**src/rtl/lsu_pkg.sv**
```systemverilog
// Shared definitions for the load/store unit: access-size encodings, the
// transaction state enum and the alignment legality check.
package lsu_pkg;

  localparam logic [1:0] SZ_B = 2'd0;
  localparam logic [1:0] SZ_H = 2'd1;
  localparam logic [1:0] SZ_W = 2'd2;
  localparam logic [1:0] SZ_D = 2'd3;

  typedef enum logic [1:0] {
    StIdle,
    StIssue,
    StWait,
    StResp
  } lsu_state_e;

  // True when addr_lo is naturally aligned for size; dword needs a 64-bit bus.
  function automatic logic access_legal(input logic [1:0] size,
                                        input logic [2:0] addr_lo,
                                        input logic       wide);
    logic ok;
    unique case (size)
      SZ_B:    ok = 1'b1;
      SZ_H:    ok = ~addr_lo[0];
      SZ_W:    ok = (addr_lo[1:0] == 2'b00);
      default: ok = wide && (addr_lo == 3'b000);
    endcase
    return ok;
  endfunction

endpackage

```
**src/rtl/lsu_align.sv**
```systemverilog
// Byte-lane steering for the load/store unit: store mask/data placement and
// load extraction with sign or zero extension.
module lsu_align
  import lsu_pkg::*;
#(
  parameter int unsigned DATA_W = 32
) (
  input  logic [1:0]                  size,
  input  logic [$clog2(DATA_W/8)-1:0] offset,
  input  logic                        sext,
  input  logic [DATA_W-1:0]           wdata,
  input  logic [DATA_W-1:0]           rdata,
  output logic [DATA_W/8-1:0]         wmask,
  output logic [DATA_W-1:0]           wdata_lane,
  output logic [DATA_W-1:0]           ld_data
);

  localparam int unsigned BW = DATA_W / 8;

  logic [BW-1:0]     base_mask;
  logic [DATA_W-1:0] shifted;
  logic [DATA_W-1:0] keep;
  logic              sbit;

  always_comb begin
    base_mask = '0;
    unique case (size)
      SZ_B:    base_mask[0]   = 1'b1;
      SZ_H:    base_mask[1:0] = 2'b11;
      SZ_W:    base_mask[3:0] = 4'hF;
      default: base_mask      = '1;
    endcase
  end

  assign wmask      = base_mask << offset;
  assign wdata_lane = wdata << {offset, 3'b000};
  assign shifted    = rdata >> {offset, 3'b000};

  // keep selects the loaded bits; everything above it is filled with the sign.
  // A full-width load keeps every bit, so the sign fill vanishes on its own.
  always_comb begin
    keep = '1;
    sbit = 1'b0;
    unique case (size)
      SZ_B: begin
        keep = DATA_W'(8'hFF);
        sbit = shifted[7];
      end
      SZ_H: begin
        keep = DATA_W'(16'hFFFF);
        sbit = shifted[15];
      end
      SZ_W: begin
        keep = DATA_W'(32'hFFFF_FFFF);
        sbit = shifted[31];
      end
      default: begin
        keep = '1;
        sbit = 1'b0;
      end
    endcase
  end

  assign ld_data = (shifted & keep) | ({DATA_W{sext & sbit}} & ~keep);

endmodule

```
**src/rtl/lsu_bus.sv**
```systemverilog
// Load/store unit with a clocked valid/ready memory port: one outstanding
// transaction, lane alignment, load extension, misalignment and timeout errors.
module lsu_bus
  import lsu_pkg::*;
#(
  parameter int unsigned ADDR_W  = 32,
  parameter int unsigned DATA_W  = 32,
  parameter int unsigned TIMEOUT = 255
) (
  input  logic                clk,
  input  logic                rst,
  input  logic                req_valid,
  output logic                req_ready,
  input  logic                req_wen,
  input  logic [1:0]          req_size,
  input  logic                req_signed,
  input  logic [ADDR_W-1:0]   req_addr,
  input  logic [DATA_W-1:0]   req_wdata,
  output logic                resp_valid,
  input  logic                resp_ready,
  output logic [DATA_W-1:0]   resp_rdata,
  output logic                resp_err,
  output logic                mem_valid,
  input  logic                mem_ready,
  output logic                mem_wen,
  output logic [ADDR_W-1:0]   mem_addr,
  output logic [DATA_W-1:0]   mem_wdata,
  output logic [DATA_W/8-1:0] mem_wmask,
  input  logic                mem_rvalid,
  input  logic [DATA_W-1:0]   mem_rdata
);

  localparam int unsigned BW    = DATA_W / 8;
  localparam int unsigned OFF_W = $clog2(BW);
  localparam int unsigned CNT_W = $clog2(TIMEOUT + 2);
  localparam logic [CNT_W-1:0] CNT_LAST = (TIMEOUT > 0) ? CNT_W'(TIMEOUT - 1) : '0;

  lsu_state_e        state_q, state_d;
  logic              wen_q;
  logic              sext_q;
  logic [1:0]        size_q;
  logic [ADDR_W-1:0] addr_q;
  logic [DATA_W-1:0] wdata_q;
  logic [DATA_W-1:0] rdata_q, rdata_d;
  logic              err_q, err_d;
  logic [CNT_W-1:0]  cnt_q, cnt_d;

  logic              accept;
  logic              legal;
  logic              timed_out;
  logic [BW-1:0]     lane_mask;
  logic [DATA_W-1:0] lane_wdata;
  logic [DATA_W-1:0] ld_data;

  assign accept    = (state_q == StIdle) && req_valid;
  assign legal     = access_legal(req_size, req_addr[2:0], DATA_W == 64);
  // Fires on the cycle the counter would reach TIMEOUT.
  assign timed_out = (TIMEOUT != 0) && (cnt_q == CNT_LAST);

  lsu_align #(
    .DATA_W (DATA_W)
  ) u_align (
    .size       (size_q),
    .offset     (addr_q[OFF_W-1:0]),
    .sext       (sext_q),
    .wdata      (wdata_q),
    .rdata      (mem_rdata),
    .wmask      (lane_mask),
    .wdata_lane (lane_wdata),
    .ld_data    (ld_data)
  );

  always_comb begin
    state_d = state_q;
    rdata_d = rdata_q;
    err_d   = err_q;
    cnt_d   = '0;
    unique case (state_q)
      StIdle: begin
        if (req_valid) begin
          rdata_d = '0;
          err_d   = ~legal;
          state_d = legal ? StIssue : StResp;
        end
      end
      StIssue: begin
        if (mem_ready) begin
          if (wen_q) begin
            state_d = StResp;
          end else begin
            state_d = StWait;
            cnt_d   = cnt_q + 1'b1;
          end
        end else if (timed_out) begin
          err_d   = 1'b1;
          state_d = StResp;
        end else begin
          cnt_d = cnt_q + 1'b1;
        end
      end
      StWait: begin
        if (mem_rvalid) begin
          rdata_d = ld_data;
          state_d = StResp;
        end else if (timed_out) begin
          err_d   = 1'b1;
          state_d = StResp;
        end else begin
          cnt_d = cnt_q + 1'b1;
        end
      end
      StResp: begin
        if (resp_ready) begin
          state_d = StIdle;
        end
      end
      default: state_d = StIdle;
    endcase
  end

  always_ff @(posedge clk) begin
    if (!rst) begin
      state_q <= StIdle;
      wen_q   <= 1'b0;
      sext_q  <= 1'b0;
      size_q  <= SZ_B;
      addr_q  <= '0;
      wdata_q <= '0;
      rdata_q <= '0;
      err_q   <= 1'b0;
      cnt_q   <= '0;
    end else begin
      state_q <= state_d;
      rdata_q <= rdata_d;
      err_q   <= err_d;
      cnt_q   <= cnt_d;
      if (accept) begin
        wen_q   <= req_wen;
        sext_q  <= req_signed;
        size_q  <= req_size;
        addr_q  <= req_addr;
        wdata_q <= req_wdata;
      end
    end
  end

  assign req_ready  = (state_q == StIdle);
  assign mem_valid  = (state_q == StIssue);
  assign mem_wen    = mem_valid & wen_q;
  assign mem_addr   = mem_valid ? {addr_q[ADDR_W-1:OFF_W], {OFF_W{1'b0}}} : '0;
  assign mem_wdata  = mem_wen ? lane_wdata : '0;
  assign mem_wmask  = mem_wen ? lane_mask : '0;
  assign resp_valid = (state_q == StResp);
  assign resp_rdata = resp_valid ? rdata_q : '0;
  assign resp_err   = resp_valid & err_q;

endmodule

```
**config.mk**
```make
export PLATFORM = sky130hd
export DESIGN_NAME = lsu_bus
export DESIGN_NICKNAME = d
export VERILOG_FILES = /design/src/rtl/lsu_pkg.sv /design/src/rtl/lsu_align.sv /design/src/rtl/lsu_bus.sv
export SDC_FILE = /design/constraint.sdc
export NUM_CORES = 1
export LEC_CHECK = 0
export CAP_MARGIN = 20
export CORE_ASPECT_RATIO = 0.6
export CORE_MARGIN = 2
export CORE_UTILIZATION = 30
export DETAILED_ROUTE_END_ITERATION = 6
export PLACE_DENSITY_LB_ADDON = 0.15
export SETUP_SLACK_MARGIN = 0.15
export SYNTH_ARGS = -nofsm -noshare
export SYNTH_HDL_FRONTEND = slang
export SYNTH_SLANG_ARGS = --single-unit
```
**constraint.sdc**
```tcl
create_clock -name clk -period 2.48 [get_ports clk]
set_input_delay 0.496 -clock clk [delete_from_list [all_inputs] [get_ports clk]]
set_output_delay 0.496 -clock clk [all_outputs]
set_load 0.02 [all_outputs]
```
### After elaboration in Yosys (flattened, before gate mapping)

Cells that the tools add are included.

| cells by class | value |
|---|---|
| add/subtract/negate cells | 1 |
| $mul | 0 |
| div/mod/pow operators | 0 |
| order comparisons | 0 |
| eq/ne operators | 13 |
| shift-type cells | 3 |
| mux-type cells | 30 |
| bitwise logic cells | 9 |
| reduce and logical (&&, ||, !) cells | 11 |

Operators with widths:

| cell | number |
|---|---|
| 32-bit two-way mux | 5 |
| 32-bit case mux with 2 select lines | 2 |
| 32-bit bitwise AND | 2 |
| 9-bit two-way mux | 4 |
| 32-bit inverter | 1 |
| 32-bit OR | 1 |
| 32-bit by 5-bit << shifter with 32-bit output | 1 |
| 32-bit by 5-bit right shift with 32-bit output | 1 |
| 9-bit case mux with 2 select lines | 1 |
| 2-bit two-way mux | 7 |
| 9-bit by 1-bit adder with 9-bit output, second input constant | 1 |
| 9-bit by 8-bit equality test with 1-bit output, second input constant | 1 |
| 1-bit case mux with 3 select lines | 3 |
| 2-bit equality test, second input constant | 4 |
| 2-bit logical NOT | 4 |
| 2-bit inequality test, second input constant | 4 |
| 2-bit case mux with 4 select lines | 1 |
| 2-bit by 1-bit equality test with 1-bit output, second input constant | 3 |
| 1-bit two-way mux | 6 |
| 4-bit two-way mux | 1 |
| 4-bit AND reduction | 1 |
| 4-bit by 2-bit << shifter with 4-bit output | 1 |
| 1-bit bitwise AND | 3 |
| 3-bit AND reduction | 1 |
| other kinds (7) | 8 |

| word-level totals | value |
|---|---|
| flip-flop bits (word level) | 112 |
| latch bits | 0 |
| bits in writable memories | 0 |
| memory bits (read-only) | 0 |
| input bits | 106 |
| output and inout port bits | 105 |
| logic and storage cells | 76 |
| memories kept | 0 |

### Depth between registers and ports, before layout

| depth | value |
|---|---|
| depth after elaboration | 7 |
| depth in mapped cells | 9 |
| depth with buffers taken out | 6 |

### Cells and area by module

A second synthesis with hierarchy kept.

| second synthesis, totals | value |
|---|---|
| cell total of the unflattened synthesis | 842 |
| area, all modules | 6593.8 sq um |

Modules (own cells, without submodules):

| module | instances | cells each | area an instance (sq um) |
|---|---|---|---|
| lsu_bus | 1 | 647 | 5280.1 |
| lsu_align | 1 | 195 | 1313.8 |

### Worst setup path before layout

OpenSTA, ideal clock, no wires.

| timing | value |
|---|---|
| path kind | register to output |
| start point | register state_q[0] |
| end point | output mem_wdata[0] |
| arrival time | 2.246 ns |
| data required time | 1.984 ns |
| path slack | -0.262 ns |
| stages on the path, launching flop included | 8 |
| path through | dfxtp_1 -> ha_1 -> clkbuf_1 -> nand2_1 -> or2_2 -> clkbuf_1 -> nor2_1 -> and2_1 |

| on the way | value |
|---|---|
| word-level cells in the longest chain between the ends | 3 |

RTL lines:

| what | RTL line | text |
|---|---|---|
| start, declared | lsu_bus.sv:38 | `lsu_state_e state_q, state_d;` |
| start signal, assigned | lsu_bus.sv:123 | `state_q <= StIdle;` |
| start signal, assigned | lsu_bus.sv:133 | `state_q <= state_d;` |
| 2-bit by 1-bit equality test with 1-bit output | lsu_bus.sv:148 | `assign mem_valid = (state_q == StIssue);` |
| via mem_valid | lsu_bus.sv:23 | `output logic mem_valid,` |
| 1-bit bitwise AND | lsu_bus.sv:149 | `assign mem_wen = mem_valid & wen_q;` |
| 32-bit two-way mux | lsu_bus.sv:151 | `assign mem_wdata = mem_wen ? lane_wdata : '0;` |
| end, declared | lsu_bus.sv:27 | `output logic [DATA_W-1:0] mem_wdata,` |

The timed path passes the listed nets, and every way through them passes these cells.

### Worst setup path after layout

| timing | value |
|---|---|
| start point | register addr_q[1] |
| end point | output mem_wdata[18] |

| on the way | value |
|---|---|
| word-level cells in the longest chain between the ends | 2 |

RTL lines:

| what | RTL line | text |
|---|---|---|
| start, declared | lsu_bus.sv:42 | `logic [ADDR_W-1:0] addr_q;` |
| start signal, assigned | lsu_bus.sv:141 | `addr_q <= req_addr;` |
| 32-bit by 5-bit << shifter with 32-bit output | lsu_align.sv:36 | `assign wdata_lane = wdata << {offset, 3'b000};` |
| 32-bit two-way mux | lsu_bus.sv:151 |  |

Every way passes these cells.

==> results.md <==
Outcome:
- The flow ran to the end, and the final reports show no timing, DRC or antenna violations.

Critical path:
- The worst reg-to-reg setup slack is 310 ps.
- The most prevalent standard cell on the critical path is nor2_1.
- The cell with the largest stage delay on the worst path is dfxtp_4.
- The critical path is of the register to output pin type.
- The startpoint type of the worst setup path is a register.
- Traced cell by cell, the critical path runs through buf_12 > mux2i_2 > nor2_1 > a21oi_1 > nor2_1 > dlygate4sd2_1.
- STA classifies the critical path endpoint as an output pin.
- Of all nets on the critical path, the largest fanout is 12.
- STA puts the critical path data arrival time at 1770 ps.
- For this run, the slowest stage of the critical path takes 420 ps.
- The origin of the critical flop-to-flop path is state_q[0]$_SDFFE_PN0P_.
- The worst flop-to-flop path endpoint is rdata_q[16]$_SDFFE_PN0P_.
- Data on the critical path is required at its endpoint by 1980 ps.
- Measured in cells, the most critical reg-to-reg path has a length of 8.

Min path:
- The worst hold path belongs to the class register to register.
- The capture endpoint of the worst hold path is addr_q[21]$_SDFFE_PN0P_.
- The worst hold path begins at addr_q[21]$_SDFFE_PN0P_.
- Counting instances, the worst hold path has a depth of 2.

Timing:
- In this run the tightest slew margin relative to its limit is 0.3867.
- Setup repair after global routing could not meet its margin everywhere.
- The highest attainable clock frequency is 440.6 MHz.
- The number of endpoints with negative hold slack in the final report was 0.
- The measured slew at the worst slew-check pin is just over 900 ps.
- The post-route clock period utilization is 0.9152.
- Setup violations remaining at the end of the flow were counted as 0.
- The number of pins with negative max-slew slack in the final report is 0.
- Subtracting the final worst setup slack from the clock period gives between 2000 and 2500 ps.
- Hold timing on the final database bottoms out at a slack of 450.7 ps.
- The worst setup skew after layout is 10.29 ps.

Detailed routing:
- The per-cell routed wire length is between 15 and 20 um.
- The first routing iteration left 361 violations.
- For this block, the routed nets add up to 19120 um of wire.
- Dividing the detail-routed via count by the number of cells gives 4.789.
- The first TritonRoute pass finished after 5 iterations.
- For this run, design rule violations remaining after detail routing come to 0.
- The total via count in the routed design is between 5k and 6k.
- In this run the remaining antenna-violating nets after routing total 0.

Clock tree:
- The maximum clock insertion buffer count is 2.
- Buffers inserted during clock tree synthesis total 9.
- The clock drives 112 sinks.
- TritonCTS built the clock tree.
- The number of levels in the clock H-tree is 3.
- The latest clock arrival within the worst-skew pair is roughly 350 ps.
- Clock-pin slew was measured on the worst setup and hold paths at 80 ps.
- The cell sitting at the root of the clock tree is a clkbuf_16.

Die:
- The floorplan step defined a die boundary enclosing 20030 sq um.
- The core box area is 18260 sq um.
- The die is 181.4 um wide.
- The top-level I/O count is 211.
- The floorplan has 38 rows.
- The vertical die dimension is 110.4 um.
- The initial utilization of the core area, before any placement, comes to 0.3102.

Final layout:
- The area growth from synthesis to layout is 48.12%.
- After the flow finishes, the layout carries non-filler instances totaling 1140.
- The area occupied by registers is 2247 sq um.
- After routing the design area is 8388 sq um.
- The diode insertion count for antenna repair is 0.
- The share of final-layout standard cells stronger than drive strength 1 is 0.1489.
- The net count of the finished layout is 1008.
- The filler cells instantiated in the layout total 1868.
- In the layout the commonest cells are nand2_1, dfxtp_1, clkdlybuf4s50_1.
- In the final layout, the multi-input gates occupy 3234 sq um.
- The library cell used most frequently in the layout, excluding fill and tap cells, is nand2_1.

Global routing:
- The via count of the first global-routing pass is 5225.
- The maximum number of pins on one net before global-route repair is 78.
- The number of antenna violations at the first check in global routing was 0.
- The first-pass GRT wire length is 29990 um.
- Across every metal layer, demand over resource in global routing totals 0.1876.
- The total grt overflow is 0.

Power and ir drop:
- The maximum vdd drop is approximately 0.0004 V.
- The total power divided by cell area is 711.7 nW/um^2.
- For this design the static power due to leakage is 3.493 nW.

Place:
- In this run, placement finished with an instance count of 1122.
- Once placement finished, the instance area stood at between 8000 and 9000 sq um.
- The routability congestion estimate from global placement is 0.8088.
- The placed wire-length estimate is 13560 um.
- During placement, the flow inserted port buffers numbering 208.

Job:
- The number of max-cap violations is 0.

Logic synthesis:
- Synthesis produced approximately 700 cells.
- In this run the cell area of the synthesized design comes to 5663 sq um.
- The sequential share of the synthesized area is 0.3959.
- A synthesized cell averages 8.078 sq um.
- Yosys mapped a number of flops with a built-in enable equal to 0.
- Synthesis instantiated 48 different standard cells from the library.
- Yosys printed 0 warnings.
- The most used flip-flop cell after synthesis is dfxtp_1.
- The number of flip-flops and latches in the synthesized netlist is 112.
- Counting flops with an async set or reset pin after synthesis yields a share of 0.
cell families after synthesis:
logic type	share of synthesized area
other	0.0006622
multiplexers	0.09015
XOR/XNOR	0.01237
flip-flops	0.3959
adder cells (fa/ha/maj)	0.01326
AND/OR/NAND/NOR	0.2499
AO/OA/AOI/OAI	0.1874
buffers and inverters	0.05037
area by class of cell:
cell class	count	area share
Clock buffer	9	0.02685
Clock inverter	6	0.009397
Inverter	9	0.004027
Multi-Input combinational cell	524	0.3856
Sequential cell	112	0.2679
Tap cell	240	0.03580
Timing Repair Buffer	240	0.2704
critical path: cells and delay by family (launching register included):
family / cells / cell delay, ps
DFF: 1 / 420
muxes: 1 / 280
buffers and inverters: 2 / 500
AOI/OAI and AO/OA: 1 / 110
and+or+nand+nor: 2 / 110
per-layer routing:
metal  vias up  part of all wire  GRT usage  wire [um]
met5         -                 0          0          0
met4         0            0.0040    0.03035         76
met3         4             0.066    0.05244       1257
met2       163              0.42     0.2692       7956
met1      2525              0.51     0.2802       9829
li1       2768                 -          -          -
cell usage after synthesis (7+ instances only):
library cell / instances / area (sq um)
nor2_1: 52 / 195.2
nand2_1: 144 / 540.5
a22oi_1: 7 / 52.55
mux2i_1: 24 / 240.2
nor2b_1: 9 / 56.30
a221o_1: 9 / 90.09
a211oi_1: 18 / 135.1
mux2_2: 10 / 112.6
a21oi_1: 88 / 440.4
and2_1: 73 / 456.7
buf_2: 9 / 45.04
clkbuf_1: 40 / 150.1
a22o_1: 8 / 70.07
inv_1: 8 / 30.03
mux4_2: 7 / 157.7
a221o_2: 7 / 78.83
o21ai_0: 12 / 60.06
dfxtp_1: 112 / 2242
state kept, by name, indices dropped and copies added (netlist names):
| name | count |
|---|---|
| addr_q | 32 |
| cnt_q | 9 |
| err_q | 1 |
| rdata_q | 32 |
| sext_q | 1 |
| size_q | 2 |
| state_q | 2 |
| wdata_q | 32 |
| wen_q | 1 |
per-stage QoR:
| step | setup slack, ps | utilization | setup TNS [ps] | total power, mW |
|---|---|---|---|---|
| finish | 210.3 | 0.4594 | 0 | 5.970 |
| global route | 115.7 | 0.4594 | 0 | 6.350 |
| CTS | 78.57 | 0.4561 | 0 | 5.992 |
| detailed placement | -1.764 | 0.4457 | -1.764 | 4.444 |
| global placement | 18.69 | 0.4457 | 0 | 4.439 |
| floorplan | 179.5 | - | 0 | 3.559 |
power by group:
group,switching [mW],internal (mW)
Sequential,0.193,2.06
Clock,0.726,0.800
Combinational,1.25,0.944
timing repair:
item | CTS | global route
buffers inserted | 0 | 1
setup endpoints to repair | 103 | 66
gates cloned | 1 | 1
endpoints found under the hold margin | 0 | 0
pin swaps | 1 | 1
resized for setup | 167 | 63
hold buffers | 0 | 0
worst max path at each step:
stage	slack [ps]	endpoint	start
after global placement	20	mem_wdata[0]	state_q[1]$_SDFFE_PN0P_
after detailed placement	-2	mem_wdata[5]	state_q[1]$_SDFFE_PN0P_
after floorplan	180	mem_wdata[0]	state_q[0]$_SDFFE_PN0P_
after global routing	120	mem_wdata[16]	addr_q[1]$_SDFFE_PN0P_
after CTS	80	mem_addr[16]	state_q[1]$_SDFFE_PN0P_
final	210	mem_wdata[18]	addr_q[1]$_SDFFE_PN0P_
Note: power is estimated with default switching activity, not from simulation.
